===== src/rtl/fetch_pkg.sv =====
// Shared types for the fetch stage: BTB entry layout,
// 2-bit counter encodings and the default reset PC.
package fetch_pkg;

  localparam logic [31:0] DEF_RESET_PC = 32'h0000_0000;

  localparam logic [1:0] CTR_SNT = 2'b00;
  localparam logic [1:0] CTR_WNT = 2'b01;
  localparam logic [1:0] CTR_WT  = 2'b10;
  localparam logic [1:0] CTR_ST  = 2'b11;

  // Tag sized for the smallest index width; unused high bits stay 0.
  typedef struct packed {
    logic        valid;
    logic [29:0] tag;
    logic [31:0] target;
    logic [1:0]  ctr;
  } btb_entry_t;

endpackage


===== src/rtl/fetch_btb.sv =====
// Direct-mapped branch target buffer with 2-bit counters.
// Lookup is combinational on the fetch PC; update lands at the edge.
module fetch_btb
  import fetch_pkg::*;
#(
  parameter int IDX_W = 4
) (
  input  logic        clk,
  input  logic        rst,
  input  logic [31:0] i_pc,
  output logic        o_taken,
  output logic [31:0] o_target,
  input  logic        i_upd,
  input  logic        i_act,
  input  logic [31:0] i_upd_pc,
  input  logic [31:0] i_upd_tgt
);

  localparam int N = 1 << IDX_W;

  btb_entry_t r_btb [N];

  logic [IDX_W-1:0] w_lidx;
  logic [IDX_W-1:0] w_uidx;
  btb_entry_t       w_lent;
  btb_entry_t       w_uent;
  btb_entry_t       w_new;
  logic             w_lhit;
  logic             w_uhit;
  logic             w_we;
  logic             w_unused;

  function automatic logic [29:0] tag_of(
    input logic [31:0] pc
  );
    return 30'(pc >> (IDX_W + 2));
  endfunction

  assign w_lidx   = i_pc[IDX_W+1:2];
  assign w_uidx   = i_upd_pc[IDX_W+1:2];
  assign w_lent   = r_btb[w_lidx];
  assign w_uent   = r_btb[w_uidx];
  assign w_lhit   = w_lent.valid &&
                    (w_lent.tag == tag_of(i_pc));
  assign w_uhit   = w_uent.valid &&
                    (w_uent.tag == tag_of(i_upd_pc));
  assign o_taken  = w_lhit & w_lent.ctr[1];
  assign o_target = w_lent.target;
  assign w_we     = i_upd & (w_uhit | i_act);
  assign w_unused = ^{i_pc[1:0], i_upd_pc[1:0]};

  always_comb begin
    w_new = w_uent;
    if (w_uhit) begin
      if (i_act) begin
        w_new.target = i_upd_tgt;
        if (w_uent.ctr != CTR_ST)
          w_new.ctr = w_uent.ctr + 2'd1;
      end else if (w_uent.ctr != CTR_SNT) begin
        w_new.ctr = w_uent.ctr - 2'd1;
      end
    end else begin
      w_new.valid  = 1'b1;
      w_new.tag    = tag_of(i_upd_pc);
      w_new.target = i_upd_tgt;
      w_new.ctr    = CTR_WT;
    end
  end

  always_ff @(posedge clk or negedge rst) begin
    if (!rst) begin
      for (int i = 0; i < N; i++)
        r_btb[i] <= '0;
    end else if (w_we) begin
      r_btb[w_uidx] <= w_new;
    end
  end

endmodule


===== src/rtl/fetch_unit.sv =====
// Fetch stage: PC register and next-PC select.
// Define FETCH_BTB_EN to enable BTB-based branch prediction.
module fetch_unit
  import fetch_pkg::*;
#(
  parameter logic [31:0] RESET_PC  = DEF_RESET_PC,
  parameter int          BTB_IDX_W = 4
) (
  input  logic        clk,
  input  logic        rst,
  input  logic        StallF,
  input  logic        RedirectE,
  input  logic [31:0] RedirectPCE,
  input  logic        BranchE,
  input  logic        ActualTakenE,
  input  logic [31:0] PCE,
  input  logic [31:0] TargetE,
  output logic [31:0] PCF,
  output logic [31:0] PCPlus4F,
  output logic        TakenF
);

  logic [31:0] r_pc;
  logic [31:0] w_next;
  logic [31:0] w_btb_tgt;

  assign PCF      = r_pc;
  assign PCPlus4F = r_pc + 32'd4;

`ifdef FETCH_BTB_EN
  fetch_btb #(
    .IDX_W (BTB_IDX_W)
  ) u_btb (
    .clk       (clk),
    .rst       (rst),
    .i_pc      (r_pc),
    .o_taken   (TakenF),
    .o_target  (w_btb_tgt),
    .i_upd     (BranchE),
    .i_act     (ActualTakenE),
    .i_upd_pc  (PCE),
    .i_upd_tgt (TargetE)
  );
`else
  logic w_unused;

  assign TakenF    = 1'b0;
  assign w_btb_tgt = '0;
  assign w_unused  = ^{BranchE, ActualTakenE,
                       PCE, TargetE};
`endif

  // Redirect outranks stall; several selects may be high together.
  always_comb begin
    w_next = PCPlus4F;
    priority case (1'b1)
      RedirectE: w_next = RedirectPCE;
      StallF:    w_next = r_pc;
      TakenF:    w_next = w_btb_tgt;
      default:   w_next = PCPlus4F;
    endcase
    w_next[0] = 1'b0;
  end

  always_ff @(posedge clk or negedge rst) begin
    if (!rst)
      r_pc <= {RESET_PC[31:1], 1'b0};
    else
      r_pc <= w_next;
  end

endmodule


===== config.mk =====
export PLATFORM = sky130hd
export DESIGN_NAME = fetch_unit
export DESIGN_NICKNAME = d
export VERILOG_FILES = /design/src/rtl/fetch_pkg.sv /design/src/rtl/fetch_btb.sv /design/src/rtl/fetch_unit.sv
export SDC_FILE = /design/constraint.sdc
export NUM_CORES = 1
export LEC_CHECK = 0
export CORE_MARGIN = 5
export CORE_UTILIZATION = 40
export CTS_BUF_LIST = sky130_fd_sc_hd__clkbuf_4 sky130_fd_sc_hd__clkbuf_8
export DETAILED_ROUTE_END_ITERATION = 8
export PLACE_DENSITY = 0.95
export SLEW_MARGIN = 0
export SYNTH_ARGS = -nofsm -noshare
export SYNTH_HDL_FRONTEND = slang
export SYNTH_HIERARCHICAL = 1
export SYNTH_SLANG_ARGS = --single-unit

===== constraint.sdc =====
create_clock -name clk -period 3.31 [get_ports clk]
set_input_delay 0.4965 -clock clk [delete_from_list [all_inputs] [get_ports clk]]
set_output_delay 0.4965 -clock clk [all_outputs]
set_load 0.1 [all_outputs]

==> flow_summary.ini, run 1 <==
[outcome]
status = complete, no violations

[sta]
period_needed_ps = 3010
finalHoldViolCount = 0
maxSlewHeadroom_pct = 34.5
fin_crit_sh_pct = 91.0
finalSetupViolations = 0
fmaxAchievable_mhz = 332
finalMaxSlewViolations = 0
rsz0062_at_grt = no
fin_worst_skew_ps = 11.1
hold_slack_ps = 554
worstMarginPinSlew_ps = 979

[cts]
clk_pin_slew_ps = 70
htree_levels = 2
cts_hold_buf = 0
clock-root-buffer = clkbuf_8
numCtsBuffers = 5
post_cts_buffers = 0
clk_latency_ps = 290
cts.sinks = 31
clockBufferDepth = 2
cts_tree = yes
ctsResizeCount = 0

[power_and_ir_drop]
pwr-share-clk_pct = 20.8
power.density_nw_per_um2 = 502
ir_drop_mv = 0.432
power_switching_uw = 995
power.leakage_uw = 0.00148
p_sw_share_pct = 51.9
p_seq_share_pct = 27.1
internal_power_uw = 923
combPwrFrac_pct = 52.1

[synth]
yosys-top-cells-area = dfrtp_1 32%, xnor2_1 9.7%, xor2_1 5.0%, nand2_1 4.9%, o21ai_0 4.1%
synth_top_area_cell = dfrtp_1
seq_area_frac_synth_pct = 31.9
ys_types = 36
synth-main-ff-cell = dfrtp_1
syn_avg_cell_area_um2 = 8.08
synth_edf_count = 0
syn_inst = 301
async_flop_share_pct = 100
synthSimpleGateAreaFrac_pct = 33.3
synth_compound_area_share_pct = 10.5
yosys_register_bits = 31
synth_warnings = 6
synthMuxAreaShare_pct = 1.34
synth_xor_area_share_pct = 14.8
syn_area_um2 = 2430
synth_fa_ha_area_share_pct = 0.514
synth_top_family_by_area = simple AND/OR/NAND/NOR gates
synth_top_cell_area_share_pct = 31.9

[global_routing]
grt_pass1_vias = 2656
grt_overflow = 0
grt_use_total_pct = 20.8
grt_pass1_wl_um = 12800
grt_max_degree = 32
antenna_found_initial = 0

[placed_design]
placed_cells = 451
io_buffers = 96
dp_hpwl_um = 6140
gp_congestion = 0.851

[job]
drv_cap = 0

[worst_setup_path]
crit_required_ps = 2810
crit_type = reg -> out
crit_fanout = 13
cp-end-kind = output port
reg2reg_slack_ps = 1000
worstPathArrival_ps = 2520
crit_path_start_kind = flop

[final_layout]
num-fill-cells = 496
final_cell_mix = 51 x buf_4, 40 x clkdlybuf4s50_1, 32 x nand2_1
seq_area_um2 = 800
antenna_cells = 0
fin_cells = 459
area_delta_synth_final_pct = 56.8
largest_reg_flops = 31
fin_nets = 486
multi_input_area_um2 = 1770
layout_commonest_cell = buf_4
drive_above_1_share_pct = 31.0

[floorplanning]
rows = 28
dieWidth_um = 88
core_um2 = 5920
ioPinCount = 167
die_y_um = 88
die_area_um2 = 7740
start_util_pct = 41.1

[detailed_routing]
remaining_drc_errors = 0
routed_wl_um = 7840
via_count = 2564
drt-pass1-iter-count = 4
dr.first_iter.drc_count = 187
vias_per_cell = 5.59
wl_per_cell_um = 17.1
antenna_left = 0

[worst_hold_path]
holdCritPathClass = reg -> reg
[worst paths after layout]
check | from | depth (start not counted) | end
min in group asynchronous | rst | 2 | PCF[23]
min reg2reg | PCF[1] | 1 | PCF[1]
min | PCF[1] | 1 | PCF[1]
max in group asynchronous | rst | 2 | PCF[12]
max reg2reg | PCF[2] | 5 | PCF[24]
max | PCF[2] | 6 | PCPlus4F[28]
[layer usage]
layer / wire (µm) / GRT usage [%]
met4: 83 / 5.44
met5: 0 / 0
met1: 3110 / 25.5
met3: 702 / 4.80
met2: 3940 / 36.8
[stage by stage]
| step | area, µm² | TNS (ps) | total power, µW | worst slack (ps) | util (%) |
|---|---|---|---|---|---|
| 2_1_floorplan | 2750 | -277 | 1270 | -174 | - |
| 3_3_place_gp | 3700 | 0 | 1510 | 639 | 62.5 |
| 3_5_place_dp | 3700 | 0 | 1530 | 611 | 62.5 |
| 4_1_cts | 3820 | 0 | 1930 | 281 | 64.5 |
| 5_1_grt | 3820 | 0 | 1980 | 183 | 64.5 |
| 6_report | 3820 | 0 | 1920 | 297 | 64.5 |
[cell usage after synthesis, types with 8 or more instances]
| library cell | n |
|---|---|
| xnor2_1 | 27 |
| nand4_1 | 13 |
| or4_1 | 9 |
| dfrtp_1 | 31 |
| nor2_1 | 24 |
| buf_4 | 11 |
| nor3_1 | 8 |
| clkbuf_1 | 15 |
| nand2_1 | 32 |
| a31oi_1 | 14 |
| o21ai_0 | 20 |
| nand3_1 | 18 |
| xor2_1 | 14 |
| and4_1 | 8 |
[layout make-up]
class | instances | share of cell area [%]
Clock inverter | 2 | 0.918
Timing Repair Buffer | 103 | 26.8
Clock buffer | 6 | 2.16
Sequential cell | 31 | 21.0
Tap cell | 75 | 2.46
Multi-Input combinational cell | 238 | 46.3
Inverter | 4 | 0.393
[critical path, stage by stage (launching register included)]
cell and delay, ps:
dfrtp_2 430, ha_1 300, nand3_2 150, or4_4 650, nor2_1 320, xor2_4 190
buf_12 190
[power groups by stage]
stage	registers [µW]	logic, µW	clock network (µW)
after CTS	518	1000	410
after global placement	521	990	0
after detailed placement	525	1000	0
after floorplan	739	534	0
final	519	999	399
after global routing	530	1030	416
[cell families (layout without fill, tap and decap cells)]
| group | count (synthesis) | after routing |
|---|---|---|
| XOR/XNOR | 41 | 41 |
| adder cells (fa/ha/maj) | 1 | 1 |
| flip-flops | 31 | 31 |
| other | 1 | 3 |
| AND/OR/NAND/NOR | 147 | 147 |
| AO/OA/AOI/OAI | 43 | 43 |
| multiplexers | 3 | 3 |
| buffers and inverters | 34 | 115 |
Note: power is estimated with default switching activity, not from simulation.
==> inputs of run 2 (changes only) <==
Settings changed: CTS_CLUSTER_SIZE from default to 12.
==> results of run 2 <==
Final layout, timing and power as in run 1 (identical DEF).
